`src/rtl/gray_conv_scheduler.sv`:
```
// Round-robin scheduler feeding a bit-serial gray-to-binary converter.
// One requester is served at a time; the result is held until acknowledged.
module gray_conv_scheduler #(
  parameter  int WIDTH = 4,
  parameter  int NREQ  = 4,
  localparam int IDW   = $clog2(NREQ)
) (
  input  logic                  clk,
  input  logic                  rst,
  input  logic [NREQ-1:0]       req,
  input  logic [NREQ*WIDTH-1:0] gray_in,
  output logic [NREQ-1:0]       grant,
  output logic                  busy,
  output logic                  bin_valid,
  output logic [WIDTH-1:0]      bin_out,
  output logic [IDW-1:0]        bin_id,
  input  logic                  bin_ack
);
  localparam int CW = $clog2(WIDTH + 1);

  typedef enum logic [1:0] {IDLE, CONV, DONE} state_t;

  state_t                      state;
  logic [IDW-1:0]              ptr, win_id, pick;
  logic                        pick_ok;
  logic [NREQ-1:0]             rot;
  logic [IDW:0]                sum;
  logic [NREQ-1:0][WIDTH-1:0]  gray_w;
  logic [WIDTH-1:0]            gsh, bsh;
  logic                        carry, bit_now;
  logic [CW-1:0]               cnt;

  assign gray_w  = gray_in;
  assign busy    = (state != IDLE);
  assign bit_now = carry ^ gsh[WIDTH-1];

  // Rotate requests so bit 0 is the pointer position, take the first set bit.
  always_comb begin
    rot     = NREQ'({req, req} >> ptr);
    pick    = '0;
    pick_ok = 1'b0;
    sum     = '0;
    for (int i = 0; i < NREQ; i++) begin
      if (!pick_ok && rot[i]) begin
        pick_ok = 1'b1;
        sum     = {1'b0, ptr} + (IDW+1)'(i);
        if (sum >= (IDW+1)'(NREQ)) sum = sum - (IDW+1)'(NREQ);
        pick    = sum[IDW-1:0];
      end
    end
  end

  always_ff @(posedge clk) begin
    if (rst) begin
      state     <= IDLE;
      ptr       <= '0;
      win_id    <= '0;
      grant     <= '0;
      bin_valid <= 1'b0;
      bin_out   <= '0;
      bin_id    <= '0;
      gsh       <= '0;
      bsh       <= '0;
      carry     <= 1'b0;
      cnt       <= '0;
    end else begin
      case (state)
        IDLE: if (pick_ok) begin
          gsh    <= gray_w[pick];
          bsh    <= '0;
          carry  <= 1'b0;
          cnt    <= '0;
          grant  <= NREQ'(1) << pick;
          win_id <= pick;
          state  <= CONV;
        end
        CONV: begin
          // MSB of the shifted gray word meets the running binary bit.
          gsh   <= gsh << 1;
          carry <= bit_now;
          bsh   <= {bsh[WIDTH-2:0], bit_now};
          cnt   <= cnt + CW'(1);
          if (cnt == CW'(WIDTH-1)) begin
            bin_out   <= WIDTH'({bsh, bit_now});
            bin_id    <= win_id;
            bin_valid <= 1'b1;
            state     <= DONE;
          end
        end
        DONE: if (bin_ack) begin
          bin_valid <= 1'b0;
          grant     <= '0;
          ptr       <= (win_id == IDW'(NREQ-1)) ? '0 : win_id + IDW'(1);
          state     <= IDLE;
        end
        default: state <= IDLE;
      endcase
    end
  end
endmodule

```
`config.mk`:
```
export PLATFORM = sky130hd
export DESIGN_NAME = gray_conv_scheduler
export DESIGN_NICKNAME = d
export VERILOG_FILES = /design/src/rtl/gray_conv_scheduler.sv
export SDC_FILE = /design/constraint.sdc
export NUM_CORES = 1
export LEC_CHECK = 0
export ABC_AREA = 1
export CORE_ASPECT_RATIO = 1.4
export CORE_UTILIZATION = 44
export CTS_BUF_LIST = sky130_fd_sc_hd__clkbuf_16
export DETAILED_ROUTE_END_ITERATION = 10
export PLACE_DENSITY_LB_ADDON = 0.15
export SLEW_MARGIN = 30
export SYNTH_ARGS = -nofsm -noshare
export SYNTH_HDL_FRONTEND = slang
export SYNTH_SLANG_ARGS = --single-unit
```
`constraint.sdc`:
```
create_clock -name clk -period 1.5 [get_ports clk]
set_input_delay 0.3 -clock clk [delete_from_list [all_inputs] [get_ports clk]]
set_output_delay 0.3 -clock clk [all_outputs]
set_load 0.1 [all_outputs]
```
==> results of run 1 <==
## per-stage QoR
| step | std cells | utilization (%) |
|---|---|---|
| after floorplan | 224 | - |
| after global placement | 304 | 65.2 |
| after global routing | 318 | 73.6 |
| after CTS | 316 | 70.8 |
| final | 318 | 73.6 |
| after detailed placement | 304 | 65.2 |
## repair_timing
action,CTS,global route
cloned,2,0
gates resized for setup,21,19
setup buffers,6,2
pin swaps,6,11
endpoints found under the setup margin,16,17
## worst min-delay path: cells and delay by family, from the launching register on
| family | cells | cell delay (ps) |
|---|---|---|
| compound gates | 1 | 50 |
| flops | 1 | 310 |
| simple gates | 1 | 60 |
## cell families after synthesis
kind of cell | synth area share [%]
AO/OA/AOI/OAI | 14.4
XOR/XNOR | 1.20
adder cells (fa/ha/maj) | 2.56
buffers and inverters | 10.1
flip-flops | 36.9
AND/OR/NAND/NOR | 34.8
## cell type report
type	instances	area, sq um	area share, %
Clock buffer	3	75.1	3.24
Clock inverter	1	5.00	0.216
Inverter	24	104	4.48
Multi-Input combinational cell	164	872	37.6
Sequential cell	27	546	23.5
Tap cell	39	48.8	2.10
Timing Repair Buffer	60	669	28.9
## final timing paths
path,from,endpoint,slack [ps],depth (start not counted)
max reg2reg,ptr[0]$_SDFFE_PP0P_,grant[2]$_SDFFE_PP0P_,-270,12
max,ptr[0]$_SDFFE_PP0P_,grant[2]$_SDFFE_PP0P_,-270,12
min reg2reg,bsh[2]$_SDFFE_PP0P_,bsh[2]$_SDFFE_PP0P_,470,2
min,bsh[2]$_SDFFE_PP0P_,bsh[2]$_SDFFE_PP0P_,470,2
## per-layer routing
metal  vias up  GRT usage (%)  part of all wire (%)
li1        831              -                     -
met3         6           2.40                   2.9
met4         0           8.33                   1.7
met2        32           40.4                    53
met1       750           26.4                    43
met5         -              0                     0
## cells in the mapped netlist (all sizes together)
master  instances
xor2            2
buf             5
nand4           4
a21oi          28
dfxtp          27
ha              3
nand2          87
clkinv          1
o22ai           2
nor2            7
inv            23
o21ai           8
nand3          23
clkbuf          4
## placed cells by master (no fill, tap or decap)
| cell | count |
|---|---|
| a21oi_1 | 17 |
| a21oi_2 | 10 |
| a21oi_4 | 1 |
| buf_12 | 12 |
| buf_4 | 21 |
| buf_6 | 5 |
| clkbuf_16 | 3 |
| clkdlybuf4s50_1 | 18 |
| clkinv_2 | 1 |
| clkinv_4 | 1 |
| clkinvlp_4 | 1 |
| dfxtp_1 | 25 |
| dfxtp_2 | 1 |
| dfxtp_4 | 1 |
| dlygate4sd2_1 | 4 |
| ha_1 | 3 |
| inv_1 | 17 |
| inv_2 | 4 |
| inv_6 | 1 |
| nand2_1 | 73 |
| nand2_2 | 11 |
| nand2_4 | 3 |
| nand3_1 | 19 |
| nand3_2 | 4 |
| nand4_1 | 4 |
| nor2_1 | 4 |
| nor2_2 | 2 |
| nor2_4 | 1 |
| o21ai_0 | 5 |
| o21ai_1 | 3 |
| o22ai_1 | 2 |
| xor2_1 | 2 |
## flip-flops by register name (all words and copies together) (netlist names), 3 cells and up
signal,count
grant,4
gsh,4
bin_out,4
cnt,3
## where the power goes
group	internal [mW]	switching [mW]	total, mW
logic	0.211	0.273	0.483
clock network	0.359	0.240	0.599
registers	0.749	0.0271	0.776
total	1.32	0.540	1.86
==> impl_metrics.env, run 1 <==
export IMPL_outcome="complete, but fails checks"
export IMPL_violations="setup timing"
export IMPL_ys_seq_area_share_pct=36.9
export IMPL_crit_fanout=7
export IMPL_fmax_mhz=564
export IMPL_endpoint_kind="flop"
export IMPL_netlist_instances=224
export IMPL_clkTransAtPathRegs_ps=70
export IMPL_synth_nets=250
export IMPL_dieWidth_um=50.8
export IMPL_port_buffers=34
export IMPL_min_period_ps=1770
export IMPL_wirelength_um=3740
export IMPL_vias=1619
export IMPL_timing_hold_ws_ps=471
export IMPL_clk_path_buf_depth=2
export IMPL_crit_top_cell="nand2_2"
export IMPL_crit_buf_inv=2
export IMPL_area_growth_pct=58.3
export IMPL_cp_top_family="simple AND/OR/NAND/NOR gates"
export IMPL_core_sq_mm=0.00315
export IMPL_final_fill_count=237
export IMPL_irDropWorstVdd_mv=0.840
export IMPL_ctsRootBufferMaster="clkbuf_16"
export IMPL_setup_tns_final_ps=-2440
export IMPL_cap_violations=0
export IMPL_start_util_pct=46.5
export IMPL_cts_tree="yes"
export IMPL_criticalPathCategory="reg -> reg"
export IMPL_drc=0
export IMPL_setup_ws_ps=-273
export IMPL_critical_path_arrival_ps=1960
export IMPL_finalHoldViolations=0
export IMPL_grt_usage_pct=22.4
export IMPL_syn_area_sq_mm=0.00147
export IMPL_crit_required_ps=1680
export IMPL_synth_area_leaders="dfxtp_1 37%, nand2_1 20%, a21oi_1 7.9%"
export IMPL_n_antenna_cell=0
export IMPL_setup_viol=16
export IMPL_finalInstanceArea_sq_mm=0.00232
export IMPL_cpPeakStageDelay_ps=410
export IMPL_timing_final_crit_share_pct=118
export IMPL_cts_sinks=27
export IMPL_die_area_sq_mm=0.00357
export IMPL_grt_pass1_wl_um=6230
export IMPL_synth_top_area_share_pct=36.9
export IMPL_grt_antenna_before_repair=0
export IMPL_drt_first_iter_violations=15
export IMPL_globalRouteOverflowTotal=0
export IMPL_ctsHoldBuffers=0
export IMPL_start_kind="flop"
export IMPL_die_h_um=70.3
export IMPL_cp_slowest_cell="dfxtp_4"
export IMPL_grt_pass1_vias=1501
export IMPL_viasPerCell=5.09
export IMPL_pwr_density_cell_mw_per_mm2=801
export IMPL_wl_per_cell_um=11.8
export IMPL_hpwl_um=2540
export IMPL_ant_nets=0
export IMPL_clk_latency_ps=260
export IMPL_drv_slew=0
export IMPL_p_leak_nw=1.02
export IMPL_dr_pass1_iters=4
export IMPL_tightest_slew_ps=316
export IMPL_row_count=24
export IMPL_ys_ff_latch=27
export IMPL_synth_top_area_cell="dfxtp_1"
export IMPL_slew_limit_headroom_pct=78.8
export IMPL_synth_cell_types=20
export IMPL_crit_chain="inv_6, nand2_2, nand3_1, nand2_2, nand2_1, nor2_2, nand2_2, nand2_4, clkinvlp_4, a21oi_4, nand2_2, a21oi_2"
export IMPL_finClkSkew_ps=5.40
export IMPL_post_place_ws_ps=-658
export IMPL_total_power_mw=1.86
export IMPL_min_path_type="reg -> reg"
export IMPL_cts_buffers=3
export IMPL_synth_area_per_cell_sq_um=6.54
export IMPL_dpl_instance_area_sq_mm=0.00205
export IMPL_rsz0062_at_grt="true"
export IMPL_num_nets_final=306
export IMPL_htree_levels=1
export IMPL_io_pins=35
export IMPL_ys_warn_count=0
export IMPL_grt_max_degree=16
export IMPL_drive_gt1_share_pct=29.7
export IMPL_gp_congestion=0.767
Note: power is estimated with default switching activity, not from simulation.
==> run 2: changes to the inputs <==
--- a/config.mk
+++ b/config.mk
@@ -6,9 +6,11 @@
 export NUM_CORES = 1
 export LEC_CHECK = 0
 export ABC_AREA = 1
+export CAP_MARGIN = 30
 export CORE_ASPECT_RATIO = 1.4
 export CORE_UTILIZATION = 44
 export CTS_BUF_LIST = sky130_fd_sc_hd__clkbuf_16
+export CTS_CLUSTER_SIZE = 40
 export DETAILED_ROUTE_END_ITERATION = 10
 export PLACE_DENSITY_LB_ADDON = 0.15
 export SLEW_MARGIN = 30
==> results of run 2 <==
No change in the layout: final DEF, timing and power equal those of run 1.
==> run 3: changes to the inputs <==
--- a/config.mk
+++ b/config.mk
@@ -8,11 +8,12 @@
 export ABC_AREA = 1
 export CAP_MARGIN = 30
 export CORE_ASPECT_RATIO = 1.4
-export CORE_UTILIZATION = 44
+export CORE_UTILIZATION = 53
 export CTS_BUF_LIST = sky130_fd_sc_hd__clkbuf_16
 export CTS_CLUSTER_SIZE = 40
 export DETAILED_ROUTE_END_ITERATION = 10
 export PLACE_DENSITY_LB_ADDON = 0.15
+export REMOVE_ABC_BUFFERS = 1
 export SLEW_MARGIN = 30
 export SYNTH_ARGS = -nofsm -noshare
 export SYNTH_HDL_FRONTEND = slang
==> constraint.sdc (replaced) <==
create_clock -name clk -period 2.2 [get_ports clk]
set_input_delay 0.44 -clock clk [delete_from_list [all_inputs] [get_ports clk]]
set_output_delay 0.44 -clock clk [all_outputs]
set_load 0.1 [all_outputs]
==> impl_metrics.env, run 3 (synthesized netlist as in run 1, its figures left out) <==
export IMPL_irDropWorstVdd_mv=0.573
export IMPL_ant_nets=0
export IMPL_cap_violations=0
export IMPL_drc=0
export IMPL_die_area_sq_mm=0.00298
export IMPL_clkTransAtPathRegs_ps=60
export IMPL_min_from="bin_out[2]$_SDFFE_PP0P_"
export IMPL_power_frac_comb_pct=22.5
export IMPL_crit_fanout=4
export IMPL_grt_pass1_wl_um=5580
export IMPL_outcome="finished, final reports clean"
export IMPL_io_pins=35
export IMPL_finClkSkew_ps=3.35
export IMPL_start_kind="primary input"
export IMPL_tightest_slew_ps=360
export IMPL_cts_setup_buffers=0
export IMPL_ctsRootBufferMaster="clkbuf_16"
export IMPL_hpwl_um=2420
export IMPL_pwr_share_clk_pct=33.5
export IMPL_n_antenna_cell=0
export IMPL_p_sw_share_pct=28.0
export IMPL_drv_slew=0
export IMPL_pwr_density_cell_mw_per_mm2=620
export IMPL_mostFrequentLayoutCells="80 x nand2_1, 27 x dfxtp_1, 23 x nand3_1, 23 x a21oi_1"
export IMPL_rsz0062_at_grt="false"
export IMPL_setup_tns_final_ps=0
export IMPL_area_growth_pct=31.6
export IMPL_timing_rr_start="ptr[0]$_SDFFE_PP0P_"
export IMPL_timing_final_crit_share_pct=89.6
export IMPL_setup_viol=0
export IMPL_core_sq_mm=0.00262
export IMPL_ff2ff_setup_slack_ps=280
export IMPL_total_power_mw=1.19
export IMPL_vias=1478
export IMPL_port_buffers=34
export IMPL_finalHoldViolations=0
export IMPL_min_period_ps=1970
export IMPL_start_util_pct=56.0
export IMPL_pwr_share_seq_pct=44.1
export IMPL_final_common_cell="nand2_1"
export IMPL_p_sw_mw=0.334
export IMPL_htree_levels=1
export IMPL_endpoint_kind="flop"
export IMPL_cts_tree="yes"
export IMPL_critical_path_arrival_ps=2120
export IMPL_grt_pass1_vias=1375
export IMPL_globalRouteOverflowTotal=0
export IMPL_drt_first_iter_violations=43
export IMPL_p_int_mw=0.861
export IMPL_min_path_type="reg -> reg"
export IMPL_dieWidth_um=46.4
export IMPL_ctsHoldBuffers=0
export IMPL_die_h_um=64.2
export IMPL_fmax_mhz=507
export IMPL_dr_pass1_iters=4
export IMPL_clk_latency_ps=260
export IMPL_startpoint="req[3]"
export IMPL_grt_usage_pct=25.0
export IMPL_gp_congestion=0.820
export IMPL_clk_path_buf_depth=2
export IMPL_cts_sinks=27
export IMPL_slew_limit_headroom_pct=76.0
export IMPL_num_nets_final=290
export IMPL_criticalPathCategory="in -> reg"
export IMPL_viasPerCell=4.94
export IMPL_drive_gt1_share_pct=16.0
export IMPL_p_leak_nw=0.892
export IMPL_cts_buffers=3
export IMPL_top_regs="bin_out x4, grant x4, gsh x4"
export IMPL_grt_max_degree=17
export IMPL_grt_antenna_before_repair=0
export IMPL_wirelength_um=3250
export IMPL_wl_per_cell_um=10.9
export IMPL_crit_required_ps=2350
export IMPL_row_count=22
==> run 3: cell types whose count changed in the layout (fill, tap and decap cells not counted), sizes merged <==
| cell | delta |
|---|---|
| clkdlybuf4s50 | +4 |
| inv | +2 |
| clkinvlp | -1 |
| dlygate4sd2 | -4 |
| clkinv | -1 |
| buf | -16 |
==> run 3: path summary, 6_finish.rpt <==
| check | to | cells past startpoint |
|---|---|---|
| max reg2reg | win_id[1]$_SDFFE_PP0P_ | 14 |
| min reg2reg | bin_out[2]$_SDFFE_PP0P_ | 2 |
| max | win_id[1]$_SDFFE_PP0P_ | 14 |
| min | bin_out[2]$_SDFFE_PP0P_ | 2 |
==> run 3: power groups by stage <==
stage	Combinational (mW)	Clock (mW)	Sequential, mW
6_report	0.269	0.400	0.527
5_1_grt	0.297	0.428	0.529
4_1_cts	0.267	0.408	0.527
3_5_place_dp	0.265	0	0.537
3_3_place_gp	0.262	0	0.537
2_1_floorplan	0.131	0	0.566
==> run 3: final cells by class <==
type	instances	area, sq um
Multi-Input combinational cell	164	785
Sequential cell	27	541
Tap cell	36	45.0
Clock buffer	3	75.1
Timing Repair Buffer	44	385
Clock inverter	1	3.75
Fill cell	213	687
Inverter	24	93.8
==> run 3: timing repair <==
action,in CTS,in global routing
setup endpoints to repair,0,4
endpoints found under the hold margin,0,0
resized for setup,0,1
==> run 3: critical path, stage by stage <==
cell	delay, ps
clkdlybuf4s50_1	450
inv_1	70
nand2_1	40
nand3_1	120
nand2_2	80
inv_2	60
nand2_1	40
nor2_1	120
nand2_1	90
nand2_2	90
inv_1	100
buf_4	150
o21ai_0	190
a21oi_1	70
==> run 3: metrics by stage <==
stage / instances / hold WS (ps) / worst slack [ps] / util [%] / cell area [sq um]
after floorplan: 215 / 432 / 378 / - / 1410
after global placement: 295 / 451 / 18.9 / 70.4 / 1840
after detailed placement: 295 / 457 / -13.6 / 70.4 / 1840
after CTS: 299 / 467 / 241 / 73.4 / 1920
after global routing: 299 / 475 / 15.0 / 73.7 / 1930
final: 299 / 465 / 229 / 73.7 / 1930
==> run 3: routing by layer <==
| layer | wire, um | global-route usage, % |
|---|---|---|
| met5 | 0 | 0 |
| met4 | 54 | 10.3 |
| met3 | 108 | 3.11 |
| met2 | 1610 | 41.8 |
| met1 | 1470 | 30.7 |
